[config.mk]
export PLATFORM = sky130hd
export DESIGN_NAME = pattern_sync_gen
export DESIGN_NICKNAME = d
export VERILOG_FILES = /design/src/rtl/pattern_sync_pkg.sv /design/src/rtl/pattern_sync_gen_raster_counter.sv /design/src/rtl/pattern_sync_gen.sv
export SDC_FILE = /design/constraint.sdc
export NUM_CORES = 1
export LEC_CHECK = 0
export CAP_MARGIN = 40
export CORE_AREA = 2 2 78 80
export CTS_CLUSTER_SIZE = 20
export DETAILED_ROUTE_END_ITERATION = 7
export DIE_AREA = 0 0 80 82
export MAX_ROUTING_LAYER = met4
export PLACE_DENSITY_LB_ADDON = 0.05
export SYNTH_ARGS = -nofsm -noshare
export SYNTH_HDL_FRONTEND = slang
export SYNTH_SLANG_ARGS = --single-unit
[constraint.sdc]
create_clock -name clk -period 2.5 [get_ports clk]
set_input_delay 0.625 -clock clk [delete_from_list [all_inputs] [get_ports clk]]
set_output_delay 0.625 -clock clk [all_outputs]
set_load 0.03 [all_outputs]
[src/rtl/pattern_sync_pkg.sv]
// Shared types and widths for the pattern timing front-end and its raster counter.
package pattern_sync_pkg;

  localparam int DATA_W  = 12;
  localparam int MODE_W  = 3;
  localparam int DELTA_W = 2;

  typedef enum logic [1:0] {
    IDLE   = 2'd0,
    ACTIVE = 2'd1,
    HBLANK = 2'd2,
    VBLANK = 2'd3
  } state_t;

  typedef struct packed {
    logic [MODE_W-1:0]  mode;
    logic [DATA_W-1:0]  const_val;
    logic [DELTA_W-1:0] dx;
    logic [DELTA_W-1:0] dy;
  } cfg_t;

  // Counter width for a modulus of n; never narrower than one bit.
  function automatic int cnt_width(input int n);
    return (n > 1) ? $clog2(n) : 1;
  endfunction

endpackage

[src/rtl/pattern_sync_gen_raster_counter.sv]
// Pixel/line raster position counter with end-of-line and end-of-frame strobes.
module raster_counter #(
  parameter int H_TOTAL = 80,
  parameter int L_TOTAL = 50,
  parameter int PIX_W   = 7,
  parameter int LINE_W  = 6
) (
  input  logic              clk,
  input  logic              rst_n,
  input  logic              clear,
  input  logic              advance,
  output logic [PIX_W-1:0]  pix,
  output logic [LINE_W-1:0] line,
  output logic              pix_wrap,
  output logic              frame_wrap,
  output logic              frame_pre_last
);

  localparam logic [PIX_W-1:0]  PIX_LAST  = PIX_W'(H_TOTAL - 1);
  localparam logic [PIX_W-1:0]  PIX_PRE   = PIX_W'(H_TOTAL - 2);
  localparam logic [LINE_W-1:0] LINE_LAST = LINE_W'(L_TOTAL - 1);

  logic [PIX_W-1:0]  pix_q, pix_d;
  logic [LINE_W-1:0] line_q, line_d;
  logic              line_last;

  always_comb begin
    line_last      = (line_q == LINE_LAST);
    pix_wrap       = (pix_q == PIX_LAST);
    frame_wrap     = pix_wrap && line_last;
    // Lets the owner register a strobe that lands exactly on the last frame cycle.
    frame_pre_last = (pix_q == PIX_PRE) && line_last;

    pix_d  = pix_q;
    line_d = line_q;
    if (clear) begin
      pix_d  = '0;
      line_d = '0;
    end else if (advance) begin
      if (pix_wrap) begin
        pix_d  = '0;
        line_d = line_last ? '0 : line_q + 1'b1;
      end else begin
        pix_d = pix_q + 1'b1;
      end
    end
  end

  always_ff @(posedge clk or negedge rst_n) begin
    if (!rst_n) begin
      pix_q  <= '0;
      line_q <= '0;
    end else begin
      pix_q  <= pix_d;
      line_q <= line_d;
    end
  end

  assign pix  = pix_q;
  assign line = line_q;

endmodule

[src/rtl/pattern_sync_gen.sv]
// Frame/line timing generator that shadows pattern configuration at each frame start.
// state  | meaning
// IDLE   | waiting for enable, raster held at 0
// ACTIVE | active pixels of an active line
// HBLANK | horizontal blanking of an active line
// VBLANK | blank lines at the end of the frame
module pattern_sync_gen
  import pattern_sync_pkg::*;
#(
  parameter int H_ACTIVE = 64,
  parameter int H_BLANK  = 16,
  parameter int V_LINES  = 48,
  parameter int V_BLANK  = 2,
  parameter int FCNT_W   = 16
) (
  input  logic               clk,
  input  logic               rst_n,
  input  logic               enable,
  input  logic [MODE_W-1:0]  mode_in,
  input  logic [DATA_W-1:0]  const_in,
  input  logic [DELTA_W-1:0] dx_in,
  input  logic [DELTA_W-1:0] dy_in,
  output logic               f_sync,
  output logic               sync,
  output logic               line_active,
  output logic [DATA_W-1:0]  pix_idx,
  output logic [DATA_W-1:0]  line_idx,
  output logic [MODE_W-1:0]  Mode,
  output logic [DATA_W-1:0]  constVal,
  output logic [DELTA_W-1:0] X,
  output logic [DELTA_W-1:0] Y,
  output logic               frame_done,
  output logic [FCNT_W-1:0]  frame_cnt
);

  localparam int H_TOTAL = H_ACTIVE + H_BLANK;
  localparam int L_TOTAL = V_LINES + V_BLANK;
  localparam int PIX_W   = cnt_width(H_TOTAL);
  localparam int LINE_W  = cnt_width(L_TOTAL);
  localparam logic [PIX_W-1:0]  PIX_ACT_LAST  = PIX_W'(H_ACTIVE - 1);
  localparam logic [LINE_W-1:0] LINE_ACT_LAST = LINE_W'(V_LINES - 1);

  state_t              state_q, state_d;
  cfg_t                cfg_q, cfg_d;
  logic                f_sync_q, f_sync_d;
  logic                sync_q, sync_d;
  logic                line_active_q, line_active_d;
  logic                frame_done_q, frame_done_d;
  logic [FCNT_W-1:0]   frame_cnt_q, frame_cnt_d;

  logic [PIX_W-1:0]    pix_cnt;
  logic [LINE_W-1:0]   line_cnt;
  logic                pix_wrap, frame_wrap, frame_pre_last;
  logic                start;
  logic                next_pix_zero, next_line_zero;

  raster_counter #(
    .H_TOTAL (H_TOTAL),
    .L_TOTAL (L_TOTAL),
    .PIX_W   (PIX_W),
    .LINE_W  (LINE_W)
  ) u_raster (
    .clk            (clk),
    .rst_n          (rst_n),
    .clear          (state_q == IDLE),
    .advance        (state_q != IDLE),
    .pix            (pix_cnt),
    .line           (line_cnt),
    .pix_wrap       (pix_wrap),
    .frame_wrap     (frame_wrap),
    .frame_pre_last (frame_pre_last)
  );

  always_comb begin
    state_d = state_q;
    cfg_d   = cfg_q;
    start   = 1'b0;

    case (state_q)
      IDLE: begin
        if (enable) start = 1'b1;
      end
      default: begin
        if (frame_wrap) begin
          if (enable) start = 1'b1;
          else        state_d = IDLE;
        end else if (pix_wrap) begin
          state_d = (line_cnt < LINE_ACT_LAST) ? ACTIVE : VBLANK;
        end else if (state_q == ACTIVE && pix_cnt == PIX_ACT_LAST) begin
          state_d = HBLANK;
        end
      end
    endcase

    if (start) begin
      state_d = ACTIVE;
      cfg_d   = '{mode: mode_in, const_val: const_in, dx: dx_in, dy: dy_in};
    end

    // Strobes are registered, so decode them from where the raster lands next.
    next_pix_zero  = (state_q == IDLE) || pix_wrap;
    next_line_zero = (state_q == IDLE) || frame_wrap;
    line_active_d  = (state_d == ACTIVE);
    sync_d         = line_active_d && next_pix_zero;
    f_sync_d       = sync_d && next_line_zero;
    frame_done_d   = (state_q != IDLE) && frame_pre_last;
    frame_cnt_d    = frame_cnt_q + FCNT_W'(frame_done_q);
  end

  always_ff @(posedge clk or negedge rst_n) begin
    if (!rst_n) begin
      state_q       <= IDLE;
      cfg_q         <= '0;
      f_sync_q      <= 1'b0;
      sync_q        <= 1'b0;
      line_active_q <= 1'b0;
      frame_done_q  <= 1'b0;
      frame_cnt_q   <= '0;
    end else begin
      state_q       <= state_d;
      cfg_q         <= cfg_d;
      f_sync_q      <= f_sync_d;
      sync_q        <= sync_d;
      line_active_q <= line_active_d;
      frame_done_q  <= frame_done_d;
      frame_cnt_q   <= frame_cnt_d;
    end
  end

  assign f_sync      = f_sync_q;
  assign sync        = sync_q;
  assign line_active = line_active_q;
  assign frame_done  = frame_done_q;
  assign frame_cnt   = frame_cnt_q;
  assign pix_idx     = DATA_W'(pix_cnt);
  assign line_idx    = DATA_W'(line_cnt);
  assign Mode        = cfg_q.mode;
  assign constVal    = cfg_q.const_val;
  assign X           = cfg_q.dx;
  assign Y           = cfg_q.dy;

endmodule

# --- Word level (Yosys, flattened, before mapping) ---
# Cells that the tools add are included.
classes:
  add_sub_neg: 3
  magnitude_cmp: 1
  n_eq_ne: 6
  muxes: 17
  n_reduce_logical: 13
ops:
  columns: ["cell", "count"]
  rows:
  - ["2-to-1 mux 6 bit", 4]
  - ["2-to-1 mux 7 bit", 3]
  - ["adder 16 x 1 -> 16 bit", 1]
  - ["equality test 7 bit, second input constant", 2]
  - ["2-to-1 mux 2 bit", 7]
  - ["adder 7 x 1 -> 7 bit, second input constant", 1]
  - ["equality test 7 x 6 -> 1 bit, second input constant", 1]
  - ["adder 6 x 1 -> 6 bit, second input constant", 1]
  - ["equality test 6 bit, second input constant", 1]
  - ["logical AND 1 bit", 6]
  - ["< comparator 6 bit, second input constant", 1]
  - ["nonzero test 2 bit", 3]
  - ["equality test 2 x 1 -> 1 bit, second input constant", 2]
  - ["2-to-1 mux 1 bit", 3]
  - ["logical NOT 2 bit", 1]
  - ["logical OR 1 bit", 2]
  - ["AND reduction 2 bit", 1]
word_totals:
  reg_bits: 54
  inputBits: 22
  output_inout_bits: 63
  word_cells: 52

# --- Depth between registers and ports, before layout ---
depth:
  depth_word: 10
  depth_mapped: 9
  depth_no_buf: 8

# --- Hierarchy ---
# Synthesis repeated with hierarchy kept, for this count alone.
hier_totals:
  cells_unflattened: 226
  area_unflattened_um2: 2637.5
by_module_without_submodules:
  columns: ["module", "instances", "cells_each", "area_each_um2", "seq_area_each_um2"]
  rows:
  - ["pattern_sync_gen", 1, 136, 1818.0, 1026.0]
  - ["raster_counter", 1, 90, 819.5, 325.3]

# --- Worst setup path before layout ---
# No wires, ideal clock.
synth_path:
  kind: "register -> register"
  start: "register u_raster.pix_q[0] (netlist: u_raster.pix[0])"
  end: "register cfg_q, in the netlist X[0]"
  setup_time_ns: 0.125
  arrival_time_ns: 2.117
  t_required_ns: 2.375
  setup_slack_ns: 0.258
  stages_incl_launch_ff: 8
  n_path_buf: 1
  period_less_slack_ns: 2.242
  path_cell_list: "dfrtp_1 ha_1 nand3_1 o31ai_4 nand2_4 clkinv_2 buf_12 mux2_4"
synth_between:
  elab_chain_len: 4
synth_rtl:
  columns: ["element", "line", "rtl"]
  rows:
  - ["start: declaration", "pattern_sync_gen_raster_counter.sv:23", "logic [PIX_W-1:0] pix_q, pix_d;"]
  - ["start signal: assignment", "pattern_sync_gen_raster_counter.sv:54", "pix_q <= pix_d;"]
  - ["equality test 7 bit", "pattern_sync_gen_raster_counter.sv:29", "pix_wrap = (pix_q == PIX_LAST);"]
  - ["logical AND 1 bit", "pattern_sync_gen_raster_counter.sv:30", "frame_wrap = pix_wrap && line_last;"]
  - ["2-to-1 mux 1 bit", "pattern_sync_gen.sv:84", "if (frame_wrap) begin"]
  - ["2-to-1 mux 1 bit", "pattern_sync_gen.sv:79", "case (state_q)"]
  - ["end signal: assignment", "pattern_sync_gen.sv:121", "cfg_q <= cfg_d;"]
  - ["end: declaration", "pattern_sync_gen.sv:44", "cfg_t cfg_q, cfg_d;"]
# No other way between the ends.
# A chain may end at the register's enable or synchronous reset.

# --- Worst setup path in the final report ---
layout_path:
  start: "register u_raster.line_q[1] (netlist: u_raster.line[1])"
  end: "register cfg_q, in the netlist constVal[6]"
layout_between:
  elab_chain_len: 4
layout_rtl:
  columns: ["element", "line", "rtl"]
  rows:
  - ["start: declaration", "pattern_sync_gen_raster_counter.sv:24", "logic [LINE_W-1:0] line_q, line_d;"]
  - ["start signal: assignment", "pattern_sync_gen_raster_counter.sv:55", "line_q <= line_d;"]
  - ["equality test 6 bit", "pattern_sync_gen_raster_counter.sv:28", "line_last = (line_q == LINE_LAST);"]
  - ["logical AND 1 bit", "pattern_sync_gen_raster_counter.sv:30", null]
  - ["2-to-1 mux 1 bit", "pattern_sync_gen.sv:84", null]
  - ["2-to-1 mux 1 bit", "pattern_sync_gen.sv:79", null]
# No other way between the ends.

==> flow_summary.toml <==
[run_status]
status = "finished clean"

[pwr]
combinationalPowerShare = 0.049
static-leakage-power_nw = 1.573
p_sw_w = 0.0003075
clkPwrFrac = 0.382
power-per-cell-area_nw_per_um2 = 446.5
power_frac_seq = 0.570
cell_internal_pwr_w = 0.001224
peak_ir_drop_on_the_vdd_network_uv = 226.7
power.share.switching = 0.2008

[synth]
yosys_warnings = 0
synth_compound_area_frac = 0.04767
asyncSetResetFlopFracSynth = 1.000
syn_avg_cell_area_um2 = 12.60
yosys.area_share.adder = 0.02979
yosys.area_share.simple = 0.1326
mappedNetlistArea_um2 = 2520
synth_mux_area_frac = 0.1117
synth_top_family_by_area = "simple AND/OR/NAND/NOR gates"
synth_seq_cells = 54
number_of_synthesized_flops_with_an_enable_pin = 0
synth-xor-area-share = 0.07646
synth_ff_type = "sky130_fd_sc_hd__dfrtp_1"
synth.lib_cells_used.distinct = 41
yosysSeqAreaShare = 0.5362
postSynthCellCount = 200

[setup_path]
rr_endpoint = "constVal[6]"
timing.critical_path.slowest_stage_cell = "sky130_fd_sc_hd__dfrtp_1"
worstPathRequired_ps = 2680
startpoint_type = "flop"
worst-endpoint-arrival_ps = 2350
timing.reg2reg.worst_path_depth = 9
setup.reg_to_reg.worst_slack_ps = 330
end_kind = "flop"
regToRegStartpoint = "u_raster.line[1]"
chain_of_cells_forming_the_critical_path = "inv_1 > ha_1 > nor3b_2 > nand2_1 > o31ai_4 > nand2_4 > clkinv_2 > buf_4 > mux2_4"
setup.worst_path.class = "flop to flop"
setup.worst_path.end = "constVal[6]"
worst-path-max-fanout = 10
setup.worst_path.start = "u_raster.line[1]"
worst_path_largest_cell_delay_ps = 420

[placement]
gp_congestion = 0.8459
place.port_buffers = 73
placement.setup.worst_slack_ps = 179.0
place.detailed.hpwl_mm = 3.728

[final_layout]
layout.filler_cells = 491
multi_input_comb_area_um2 = 1050
final_net_count = 311
antenna_diode_count = 0
syn_to_final_growth_pct = 36.10
sequential_standard_cell_area_um2 = 1351
drive_gt1_frac = 0.1449

[floorplanning]
die_h_um = 82
start_util = 0.4386
num_rows = 28
pin_count = 85
dieArea_um2 = 6560
die_width_um = 80
core_um2 = 5746

[cts]
cts.sink_count = 54
clk-insertion-delay-late_ps = 290
tritoncts_clock_tree = "done"
postCtsSetupRepairBufs = 0
ctsRootBufferMaster = "sky130_fd_sc_hd__clkbuf_8"
htree_num_levels = 2
numCtsBuffers = 5
cts.reportedPaths.clkPinSlew_ps = 90
cts-root-to-sink-buffers = 2

[drt]
via_per_inst = 4.793
drc = 0
detailroute.via_count = 1716
drt_first_iter_violations = 34
post_drt_wl_per_cell_um = 13.81
drt_pre_antenna_iters = 4
ant_nets = 0
detail_route.wirelength_mm = 4.944

[global_route]
first_pass_grt_wire_length_mm = 7.776
gr-total-overflow = 0
antenna_violations_before_repair = 0
grt_pass1_vias = 1599
globalRouteTotalUtil = 0.1574
pin_count_of_the_biggest_net_entering_global_routing = 22

[timing]
setup_ws_ps = 335.0
timing.final.crit_share = 0.8660
fin_skew_ps = 3.381
rsz0062_at_grt = "false"
final_hold_violating_endpoints = 0
final_report_setup_violation_count = 0
post-route-min-period_ps = 2165
final_max_slew_viol_count = 0
finalSetupTns_ps = 0
highest_attainable_clock_frequency_mhz = 461.9

[job]
max_cap_viol_count = 0

[min_path]
min_path_type = "input port to async pin"
-- through the flow --
step	area [um2]	power [W]	hold WS [ps]	std cells	util
final	3430	0.001531	268.5	358	0.5969
after global routing	3430	0.001599	297.5	358	0.5969
after detailed placement	3312	0.0009661	475.1	351	0.5764
after global placement	3312	0.0009664	466.6	351	0.5764
after CTS	3425	0.001554	277.7	358	0.5960
after floorplan	2557	0.0009260	329.4	210	-
-- worst min-delay path by stage --
stage	startpoint	endpoint	slack (ps)	cells past startpoint
final	rst_n	frame_cnt[5]	270	1
after global routing	rst_n	frame_cnt[6]	300	1
after global placement	frame_cnt[15]	frame_cnt[15]	470	1
after detailed placement	frame_cnt[15]	frame_cnt[15]	480	1
after CTS	rst_n	frame_cnt[5]	280	1
after floorplan	rst_n	Mode[0]	330	0
-- cells by family (layout without fill, tap and decap cells) --
| kind of cell | count (synthesis) | in the layout |
|---|---|---|
| compound gates | 16 | 16 |
| xor+xnor | 22 | 22 |
| fa+ha+maj | 6 | 6 |
| buf+inv | 21 | 94 |
| flops | 54 | 54 |
| mux | 19 | 19 |
| other cells | 1 | 11 |
| simple gates | 61 | 61 |
-- worst max-delay path, delay by kind of cell, from the launching register on --
family          cells  cell delay [ps]
simple gates        3              490
flops               1              420
buf+inv             3              350
compound gates      1              330
mux                 1              320
fa+ha+maj           1              140
-- power groups by stage --
stage                     combinational (W)  clock (W)  sequential (W)
after CTS                         0.0000764   0.000605        0.000873
after detailed placement          0.0000761          0        0.000890
after floorplan                   0.0000357          0        0.000890
after global routing              0.0000822   0.000644        0.000873
after global placement            0.0000764          0        0.000890
final                             0.0000743   0.000584        0.000873
-- per-layer routing --
| layer | global-route usage | routed length, um | part of all wire |
|---|---|---|---|
| met1 | 0.2200 | 2300 | 0.47 |
| met2 | 0.2375 | 2409 | 0.49 |
| met3 | 0.03297 | 214 | 0.043 |
| met4 | 0.03559 | 21 | 0.0042 |
| met5 | - | 0 | 0 |
-- final cells by class --
type                    count  area share
clock inverters             1    0.008756
inverters                   6    0.006932
well taps                  75     0.02736
repair buffers             81      0.2328
clock buffers               6     0.02408
multi-input cells         135      0.3061
flip-flops and latches     54      0.3940
-- repair_timing --
action | CTS | global route
hold buffers | 0 | 0
endpoints found under the hold margin | 0 | 0
setup endpoints to repair | 0 | 8
gates resized for setup | 0 | 1
-- synthesized netlist by cell type (all sizes together) (2+ instances only) --
master / n / share of area
a21oi: 4 / 0.0079
and3: 5 / 0.012
and4: 2 / 0.0070
and4b: 2 / 0.0079
buf: 14 / 0.053
dfrtp: 54 / 0.54
ha: 6 / 0.030
inv: 5 / 0.0074
mux2: 19 / 0.11
nand2: 12 / 0.021
nand2b: 2 / 0.0050
nand3: 12 / 0.024
nand4: 5 / 0.012
nor2: 12 / 0.018
o21ai: 4 / 0.0094
o22ai: 2 / 0.0050
xnor2: 17 / 0.059
xor2: 5 / 0.017
-- cell usage in the layout, fill, tap and decap left out, drive strengths merged, types with 2 or more instances in the layout --
| cell | n |
|---|---|
| mux2 | 19 |
| o21ai | 4 |
| and3 | 5 |
| nand2 | 12 |
| clkdlybuf4s50 | 72 |
| dfrtp | 54 |
| nand4 | 5 |
| and4b | 2 |
| buf | 9 |
| conb | 11 |
| nand2b | 2 |
| nand3 | 12 |
| xor2 | 5 |
| xnor2 | 17 |
| nor2 | 12 |
| clkbuf | 6 |
| ha | 6 |
| a21oi | 4 |
| inv | 5 |
| and4 | 2 |
| o22ai | 2 |
-- state kept, by name, summed over array words and instances (netlist names), 2 cells and up --
name           cells
state_q            2
u_raster.line      6
u_raster.pix       7
Mode               3
Y                  2
constVal          12
X                  2
frame_cnt         16
No activity file was read; power rests on OpenSTA's default activity.
